**src/rtl/top.sv**
```systemverilog
// top: AXI4-Stream loopback with an internal packet generator feeding an internal sink.
module top #(
   parameter int DATA_W  = 8,
   parameter int PKT_LEN = 4
) (
   input  logic              clk,
   input  logic              areset,
   input  logic              newd,
   input  logic [DATA_W-1:0] din,
   output logic [DATA_W-1:0] dout
);
   localparam int CW = PKT_LEN > 1 ? $clog2(PKT_LEN) : 1;
   localparam logic [CW-1:0] LAST = CW'(PKT_LEN - 1);
   typedef enum logic {IDLE, SEND} state_t;
   state_t            state_q;
   logic [CW-1:0]     cnt_q, rx_cnt_q;
   logic              tvalid_q, tlast_q, tready_q, err_q;
   logic [DATA_W-1:0] tdata_q, dout_q;
   logic              xfer;
   assign xfer = tvalid_q & tready_q;
   assign dout = dout_q;
   // tdata advances by one per accepted beat, which equals seed + beat count
   always_ff @(posedge clk) begin
      if (areset) begin
         state_q  <= IDLE;
         cnt_q    <= '0;
         tvalid_q <= 1'b0;
         tlast_q  <= 1'b0;
         tdata_q  <= '0;
      end else if (state_q == IDLE) begin
         if (newd) begin
            state_q  <= SEND;
            cnt_q    <= '0;
            tvalid_q <= 1'b1;
            tlast_q  <= (LAST == '0);
            tdata_q  <= din;
         end
      end else if (xfer) begin
         if (tlast_q) begin
            state_q  <= IDLE;
            cnt_q    <= '0;
            tvalid_q <= 1'b0;
            tlast_q  <= 1'b0;
         end else begin
            cnt_q   <= cnt_q + CW'(1);
            tdata_q <= tdata_q + DATA_W'(1);
            tlast_q <= (cnt_q + CW'(1) == LAST);
         end
      end
   end
   always_ff @(posedge clk) begin
      if (areset) begin
         tready_q <= 1'b0;
         dout_q   <= '0;
         rx_cnt_q <= '0;
         err_q    <= 1'b0;
      end else begin
         tready_q <= 1'b1;
         if (xfer) begin
            dout_q   <= tdata_q;
            rx_cnt_q <= tlast_q ? '0 : rx_cnt_q + CW'(1);
            err_q    <= err_q | (tlast_q && rx_cnt_q != LAST);
         end
      end
   end
endmodule

```
**config.mk**
```make
export PLATFORM = sky130hd
export DESIGN_NAME = top
export DESIGN_NICKNAME = d
export VERILOG_FILES = /design/src/rtl/top.sv
export SDC_FILE = /design/constraint.sdc
export NUM_CORES = 1
export LEC_CHECK = 0
export CAP_MARGIN = 20
export CORE_ASPECT_RATIO = 1.5
export CORE_MARGIN = 10
export CORE_UTILIZATION = 50
export DETAILED_ROUTE_END_ITERATION = 6
export PLACE_DENSITY = 0.83
export SYNTH_ARGS = -nofsm -noshare
export SYNTH_HDL_FRONTEND = slang
export SYNTH_SLANG_ARGS = --single-unit
export TNS_END_PERCENT = 50
```
**constraint.sdc**
```tcl
create_clock -name clk -period 1.4 [get_ports clk]
set_clock_uncertainty 0.05 [all_clocks]
set_input_delay 0.28 -clock clk [delete_from_list [all_inputs] [get_ports clk]]
set_output_delay 0.28 -clock clk [all_outputs]
set_load 0.01 [all_outputs]
```
# After elaboration in Yosys (flattened, before gate mapping)
# Index checks and enable logic that the tools add are counted.
# op_classes
add_sub_neg,2
mul,0
div,0
magnitude_cmp,0
eq_ne,4
n_shift,0
muxes,21
bitwise_logic,1
n_reduce_logical,4
# op_table
operator,n
two-way mux 8 bit,4
two-way mux 1 bit,13
"adder 8 x 1 -> 8 bit, second input constant",1
two-way mux 2 bit,4
AND reduction 3 bit,2
"!= test 2 x 1 -> 1 bit, second input constant",2
"adder 2 x 1 -> 2 bit, second input constant",1
"equality test 2 bit, second input constant",1
"!= test 2 bit, second input constant",1
AND reduction 2 bit,1
nonzero test 2 bit,1
bitwise AND 1 bit,1
# word_totals
ff_bits,22
latchBits,0
ram_bits,0
romBits,0
input_bits,11
word_cells,39
n_memories,0

# Longest topological paths before layout
# Gate-level depths: netlist of run 1.
# depth
depth_word,5
mapped_depth,5
ltp_nobuf,5

# Least setup slack after synthesis of run 1
# OpenSTA, ideal clock, no wires.
# synth_timing
path_kind,reg2reg
from,register tdata_q[0]
to,register tdata_q[6]
setup_time_ps,122
arrival_ps,1054
slack_ps,175
stages_incl_launch_ff,6
path_buffers,0
synth_period_minus_slack_ps,1225
cell_sequence,dfxtp_1 ha_1 nand3_1 nor2_1 mux2i_1 a21oi_1
# synth_between
elab_chain_cells,4
# synth_lines
item,line,text
"start, declared",18,"logic [DATA_W-1:0] tdata_q, dout_q;"
"start signal, assigned",36,tdata_q <= din;
"start signal, assigned",46,tdata_q <= tdata_q + DATA_W'(1);
adder 8 x 1 -> 8 bit,46,
two-way mux 8 bit,39,if (tlast_q) begin
two-way mux 8 bit,38,end else if (xfer) begin
two-way mux 8 bit,30,end else if (state_q == IDLE) begin
# Every way passes these cells. The select of a mux whose other input is x is not followed.
# A chain may end at the register's enable or synchronous reset.

# Final worst setup path of run 1
# layout_timing
from,register tdata_q[0]
to,register tdata_q[4]
# Same word-level chain as after synthesis.

==> metrics, run 1 <==
outcome complete, no violations; CTS Sinks 22; Residual DRC 0; CTS Buf Count 3; RSZ-0062 raised after global routing true; Worst setup SP type flip-flop; worst-path maximum fanout 4; Syn Nets 138; Pre-Repair DR Iteration Count 4; pwr/cell area 1030 mW/mm^2; initial DRC count 15; # H-tree levels 1; Yosys cell types 29; arrival time worst endpoint 1.49 ns; worst hold stages 2; crit path capture type flip-flop; Area Growth Syn to Fin 30.8%; Max VDD drop 0.977 mV; top_reg_cell synth dfxtp_1; Ys Warns 0; std cell rows 19; CP required 1.55 ns; maxcap violations 0; Cell Count, Final, Fillers Out 173; placed cell areas 0.00125 mm^2; post-synthesis cell count 125; pin count of the biggest net entering global routing 17; fmax 747 MHz; Die H 74.8 um; HP Start dout[7]; Antenna Cells 0; CTS root buffer clkbuf_4; cts hold-fix bufs 0; Worst-path clk slew 0.13 ns; GRT overflow 0; Final #Nets 166; Hold Violations, Final 0; GRT Total Usage 0.119; footprint of the multi-input gates 534 um^2; Slew Viols, Final 0; type of the worst setup path flip-flop to flip-flop; FF/Latch Area 443 um^2; ys async rst share 0; IO Port Bufs 18; IO Pins 19; post-CTS setup buffers 0; initial core utilization 0.533; Syn Area/Cell 8.01 um^2; Least-Margin Pin Slew 0.383 ns; crit path time final 1.34 ns; Post-synth EDFFs 0; dpl cells 168; via count 1018; R2R setup slack 0.06 ns; die footprint 0.00423 mm^2; initial antenna violation count 0; Reg2Reg Depth 5; wire per inst 14.7 um; vias per inst 5.88; vias in the first global route 964; post-synthesis cell area 0.00100 mm^2; Core Box Area 0.00188 mm^2; routability cong. 0.872; sequential-to-total area share from yosys stat 0.440; FF-to-FF End tdata_q[4]; die width 56.5 um; Pleak 0.000505 uW; CTS tree built; final setup fails 0; type of the tightest min-delay check flip-flop to flip-flop; deepest clock path buffer count 2; worst r2r src tdata_q[0]; final core occ 0.697; HPWL Detailed 1930 um; Final ANT Viol Nets 0; first-pass GRT wire length 4220 um; relative slew slack 0.744; Filler cells 152; Hold Path End dout[7]; post-route cell area 0.00131 mm^2; WL final 2540 um; final worst-path cycle share 0.956; ratio of cells with drive above 1 in the final layout 0.138; flops & latches, synth 22; Clock Latency Late Sink 0.31 ns
## per-layer routing
layer / global-route usage / wire, um / up-vias
met2: 0.230 / 1390 / 35
met4: 0.0670 / 48 / 0
met3: 0.0253 / 134 / 7
li1: - / - / 491
met5: 0 / 0 / -
met1: 0.113 / 974 / 485
## flip-flops by register name, indices dropped and copies added (netlist names)
name,flops
tlast_q,1
tdata_q,8
state_q,1
dout,8
tvalid_q,1
tready_q,1
cnt_q,2
## layout make-up
cell class / count / share of cell area
inverters: 4 / 0.0115
multi-input cells: 95 / 0.408
clock buffers: 3 / 0.0172
flip-flops and latches: 22 / 0.338
repair buffers: 27 / 0.182
clock inverters: 1 / 0.0229
well taps: 21 / 0.0201
## layout by cell type (no fill, tap or decap), drive strengths merged, types with 3 or more instances in the layout
cell / count
nand2: 23
dfxtp: 22
a21oi: 17
o21ai: 12
nor2: 10
clkdlybuf4s50: 10
buf: 9
dlygate4sd2: 8
nand3: 6
inv: 4
and2: 3
nor3: 3
clkbuf: 3
## kinds of logic after synthesis
| logic type | count (synthesis) | share of synthesized area |
|---|---|---|
| compound gates | 37 | 0.226 |
| buf+inv | 9 | 0.0375 |
| fa+ha+maj | 2 | 0.0250 |
| simple gates | 53 | 0.251 |
| flops | 22 | 0.440 |
| mux | 2 | 0.0200 |
## synthesized netlist by cell type, drive strengths merged, types with 3 or more instances
master,instances,area [um^2]
inv,4,15.0
nand3,6,42.5
a21oi,17,88.8
dfxtp,22,440
and2,3,18.8
nand2,23,86.3
buf,3,15.0
nor2,10,37.5
nor3,3,15.0
o21ai,11,66.3
## power by group
part / internal, uW / switching, uW / total (uW)
Sequential: 655 / 33.0 / 688
Clock: 289 / 195 / 484
Combinational: 92.1 / 90.2 / 182
## worst max-delay path, stage by stage (launching register included)
cell	delay, ns
dfxtp_1	0.41
ha_1	0.20
nand3_1	0.15
and2_1	0.20
o21ai_0	0.15
a21oi_1	0.08
## through the flow
step / power (uW) / hold slack [ns] / TNS [ns] / setup WS, ns
2_1_floorplan: 791 / 0.356 / 0 / 0.175
3_3_place_gp: 870 / 0.393 / -0.666 / -0.101
3_5_place_dp: 878 / 0.399 / -0.964 / -0.179
4_1_cts: 1350 / 0.414 / 0 / 0.0167
5_1_grt: 1400 / 0.432 / -0.00652 / -0.00643
6_report: 1350 / 0.411 / 0 / 0.0610
## repair_timing
item	in CTS	in global routing
pin swaps	0	1
resized for setup	8	4
gates cloned	0	1
endpoints found under the setup margin	8	6
## how the worst max path moves through the flow
stage / start / to / depth (start not counted)
2_1_floorplan: tdata_q[0] / tdata_q[6] / 5
3_3_place_gp: newd / tdata_q[0] / 5
3_5_place_dp: newd / tdata_q[0] / 5
4_1_cts: state_q / tdata_q[0] / 4
5_1_grt: tready_q / tdata_q[0] / 4
6_report: tdata_q[0] / tdata_q[4] / 5
Note: power is estimated with default switching activity, not from simulation.
==> run 2, diff against run 1 <==
Settings changed: RECOVER_POWER set to 25.
==> metrics, run 2 (synthesized netlist as in run 1, its figures left out) <==
outcome complete, no violations; HP Start dout[7]; Clock Latency Late Sink 0.30 ns (about the same); dpl cells 168 (unchanged); Pre-Repair DR Iteration Count 4 (unchanged); Comb pwr share 0.133 (-0.002); initial antenna violation count 0 (unchanged); GRT overflow 0 (unchanged); deepest clock path buffer count 2 (unchanged); sequential share of power 0.510 (+0.002); first-pass GRT wire length 4220 um (unchanged); type of the worst setup path flip-flop to flip-flop; GRT Total Usage 0.119 (unchanged); Levels on crit path 5 (unchanged); Antenna Cells 0 (unchanged); IO Port Bufs 18 (unchanged); cts hold-fix bufs 0 (unchanged); ratio of cells with drive above 1 in the final layout 0.132 (-0.00658); WL final 2540 um (-0.20%); wire per inst 14.7 um (-0.20%); arrival time worst endpoint 1.50 ns (about the same); Hold Violations, Final 0 (unchanged); type of the tightest min-delay check flip-flop to flip-flop; final core occ 0.695 (-0.00200); # H-tree levels 1 (unchanged); post-route cell area 0.00131 mm^2 (-0.29%); std cell rows 19 (unchanged); Buf/Inv on CP 0 (unchanged); Slew Viols, Final 0 (unchanged); Final ANT Viol Nets 0 (unchanged); routability cong. 0.872 (unchanged); crit path capture type flip-flop; crit path time final 1.34 ns (+0.00181 ns); CP required 1.56 ns (about the same); CTS root buffer clkbuf_4; Worst-path clk slew 0.12 ns (about the same); worst-path maximum fanout 4 (unchanged); die width 56.5 um (unchanged); IO Pins 19 (unchanged); Power Internal 1030 uW (-0.18%); CP cell instances ha_1 -> nand3_1 -> nor2_1 -> mux2i_1 -> a21oi_1; CTS tree built; initial core utilization 0.533 (unchanged); final worst-path cycle share 0.958 (+0.00129); Least-Margin Pin Slew 0.391 ns (+0.00852 ns); pin count of the biggest net entering global routing 17 (unchanged); initial DRC count 22 (+7); Overall Power 1350 uW (-0.34%); Residual DRC 0 (unchanged); vias in the first global route 964 (unchanged); placed cell areas 0.00125 mm^2 (unchanged); pwr/cell area 1030 mW/mm^2 (about the same); fmax 746 MHz (-0.13%); Core Box Area 0.00188 mm^2 (unchanged); Area Growth Syn to Fin 30.4%; Worst path slowest cell dfxtp_1; die footprint 0.00423 mm^2 (unchanged); Final #Nets 166 (unchanged); final setup fails 0 (unchanged); Pleak 0.000501 uW (-0.76%); vias per inst 5.86 (-0.39%); Cell Count, Final, Fillers Out 173 (unchanged); via count 1014 (-0.39%); most frequent cells in the layout nand2_1 (23), dfxtp_1 (20), a21oi_1 (16); Die H 74.8 um (unchanged); HPWL Detailed 1930 um (unchanged); power share of the clock group 0.357 (about the same); worst r2r src tdata_q[0]; Reg2Reg Depth 5 (unchanged); CTS Buf Count 3 (unchanged); leading cell type in the layout, fill and taps excluded nand2_1; Fin Hold WS 0.410 ns (-0.000631 ns); Net Sw Frac 0.234 (-0.00124); post-CTS setup buffers 0 (unchanged); Max VDD drop 0.979 mV (+0.18%); delay-heaviest family, CP flip-flops; Largest stage delay, worst path 0.41 ns (about the same); relative slew slack 0.739 (-0.00569); Worst setup SP type flip-flop; CTS Sinks 22 (unchanged); RSZ-0062 raised after global routing true; NetSw 315 uW (-0.87%); Filler cells 152 (unchanged); worst hold stages 2 (unchanged); origin of the worst setup path tdata_q[0]; maxcap violations 0 (unchanged)
## run 2: tightest hold or removal path, stage by stage (launching register included)
cell,delay (ns)
dfxtp_1,0.33
nand2_1,0.05
a21oi_1,0.05
## run 2: area by class of cell
type | instances | area, um^2 | area share
clock buffers | 3 | 22.5 | 0.0173
clock inverters | 1 | 30.0 | 0.0230
inverters | 4 | 15.0 | 0.0115
multi-input cells | 95 | 534 | 0.409
flip-flops and latches | 22 | 443 | 0.339
well taps | 21 | 26.3 | 0.0201
repair buffers | 27 | 234 | 0.179
## run 2: final timing paths
kind           endpoint  slack [ns]
max          tdata_q[6]        0.06
min             dout[7]        0.41
max reg2reg  tdata_q[6]        0.06
min reg2reg     dout[7]        0.41
## run 2: layer usage
metal | GRT usage | part of all wire | vias up
met2 | 0.230 | 0.54 | 31
li1 | - | - | 493
met5 | 0 | 0 | -
met3 | 0.0253 | 0.055 | 8
met1 | 0.113 | 0.38 | 482
met4 | 0.0670 | 0.024 | 0
## run 2: through the flow
stage	worst slack, ns	setup TNS (ns)
6_report	0.0592	0
5_1_grt	-0.00643	-0.00652
4_1_cts	0.0167	0
3_5_place_dp	-0.179	-0.964
3_3_place_gp	-0.101	-0.666
2_1_floorplan	0.175	0
## run 2: what timing repair did
action	4_1_cts	5_1_grt
setup endpoints to repair	8	6
gates cloned	0	1
gates resized for setup	8	4
pin swaps	0	1
## run 2: power groups by stage
stage          Sequential (uW)  Clock (uW)  Combinational [uW]
2_1_floorplan              696           0                95.7
3_3_place_gp               699           0                 172
3_5_place_dp               701           0                 178
4_1_cts                    686         485                 176
5_1_grt                    693         507                 198
6_report                   688         482                 180
==> run 3, diff against run 2 <==
Clock period 1.4 ns to 1.5 ns, I/O delays scaled along.
==> metrics, run 3 (synthesized netlist as in run 1, its figures left out) <==
IO Port Bufs 18 (unchanged); RSZ-0062 raised after global routing true; CTS root buffer clkbuf_4; arrival time worst endpoint 1.55 ns (+0.05 ns); initial DRC count 38 (+73%); via count 984 (-3.0%); placed cell areas 0.00124 mm^2 (-0.60%); leading cell type in the layout, fill and taps excluded nand2_1; GRT Total Usage 0.121 (+0.00186); IO Pins 19 (unchanged); post-route cell area 0.00127 mm^2 (-2.4%); final setup fails 0 (unchanged); post-CTS setup buffers 0 (unchanged); vias per inst 5.75 (-1.8%); fmax 734 MHz (-1.6%); initial antenna violation count 0 (unchanged); type of the tightest min-delay check flip-flop to flip-flop; Final #Nets 164 (-1.2%); deepest clock path buffer count 2 (unchanged); Fin Hold WS 0.407 ns (-0.00288 ns); HPWL Detailed 1940 um (+0.37%); type of the worst setup path flip-flop to flip-flop; final worst-path cycle share 0.909 (-0.0490); Slew Viols, Final 0 (unchanged); Die H 74.8 um (unchanged); die width 56.5 um (unchanged); most frequent cells in the layout nand2_1 (23), dfxtp_1 (21), a21oi_1 (16); worst-path maximum fanout 10 (+6); vias in the first global route 1008 (+4.6%); worst r2r src state_q; crit path time final 1.36 ns (+0.0223 ns); final worst setup slack 0.137 ns (+0.0777 ns); Worst-path clk slew 0.11 ns (about the same); Antenna Cells 0 (unchanged); Reg2Reg Depth 4 (-1); die footprint 0.00423 mm^2 (unchanged); outcome complete, no violations; wire per inst 14.5 um (-1.3%); Core Box Area 0.00188 mm^2 (unchanged); # H-tree levels 1 (unchanged); routability cong. 0.855 (-1.9%); final core occ 0.678 (-0.0167); Final ANT Viol Nets 0 (unchanged); CTS Sinks 22 (unchanged); Pre-Repair DR Iteration Count 4 (unchanged); GRT overflow 0 (unchanged); Pleak 0.000487 uW (-2.7%); R2R setup slack 0.14 ns (+0.08 ns); Clock Latency Late Sink 0.31 ns (about the same); Max VDD drop 0.832 mV (-15%); first-pass GRT wire length 4230 um (+0.33%); crit path capture type flip-flop; worst hold stages 2 (unchanged); Residual DRC 0 (unchanged); Setup TNS 0 ns (unchanged); pwr/cell area 884 mW/mm^2 (-15%); maxcap violations 0 (unchanged); relative slew slack 0.741 (+0.00194); std cell rows 19 (unchanged); Hold Violations, Final 0 (unchanged); HP Start dout[7]; DP Worst Slack -0.117 ns (+0.0625 ns); CTS tree built; Least-Margin Pin Slew 0.389 ns (-0.00238 ns); initial core utilization 0.533 (unchanged); CP required 1.68 ns (+0.12 ns); pin count of the biggest net entering global routing 17 (unchanged); CTS Buf Count 3 (unchanged); FF-to-FF End tdata_q[5]; Worst setup SP type flip-flop; Area Growth Syn to Fin 27.2%; WL final 2480 um (-2.5%); ratio of cells with drive above 1 in the final layout 0.113 (-0.0182); Hold Path End dout[7]
[run 3: layout make-up]
cell class                      instances  area (um^2)
Tap cell                               21         26.3
Clock buffer                            4         36.3
Sequential cell                        22          442
Multi-Input combinational cell         94          528
Fill cell                             155          604
Timing Repair Buffer                   26          226
Inverter                                4         15.0
[run 3: timing repair]
| action | CTS | global route |
|---|---|---|
| hold buffers | 0 | 0 |
| gates resized for setup | 8 | 2 |
| endpoints found under the setup margin | 8 | 3 |
| gates cloned | 0 | 0 |
[run 3: how the worst max path moves through the flow]
stage / startpoint / end / slack [ns] / cells after the start
2_1_floorplan: tdata_q[0] / tdata_q[6] / 0.27 / 5
3_3_place_gp: newd / tdata_q[0] / -0.02 / 5
3_5_place_dp: newd / tdata_q[5] / -0.12 / 5
4_1_cts: state_q / tdata_q[5] / 0.11 / 4
5_1_grt: state_q / tdata_q[0] / -0.01 / 4
6_report: state_q / tdata_q[5] / 0.14 / 4
[run 3: power by group]
part,leakage [uW],switching (uW),internal [uW],total [uW]
logic,0.000286,82.7,81.7,164
registers,0.000180,29.4,611,640
clock network,0.0000210,174,148,322
[run 3: stage by stage]
stage	total power, uW	cells
after floorplan	739	125
after global placement	811	167
after detailed placement	819	167
after CTS	1130	171
after global routing	1180	171
final	1130	171
[run 3: critical path: stages, from the launching register on]
cell and delay (ns):
dfxtp_1 0.44, nand3_4 0.15, o21ai_4 0.29, a21oi_1 0.13, nor3_2 0.22
[run 3: per-layer routing]
metal	global-route usage	vias to the layer above	routed length [um]	share of wire
met4	0.0697	0	36	0.015
met1	0.107	465	926	0.37
met2	0.236	30	1370	0.56
met5	0	-	0	0
met3	0.0337	5	139	0.056
li1	-	484	-	-
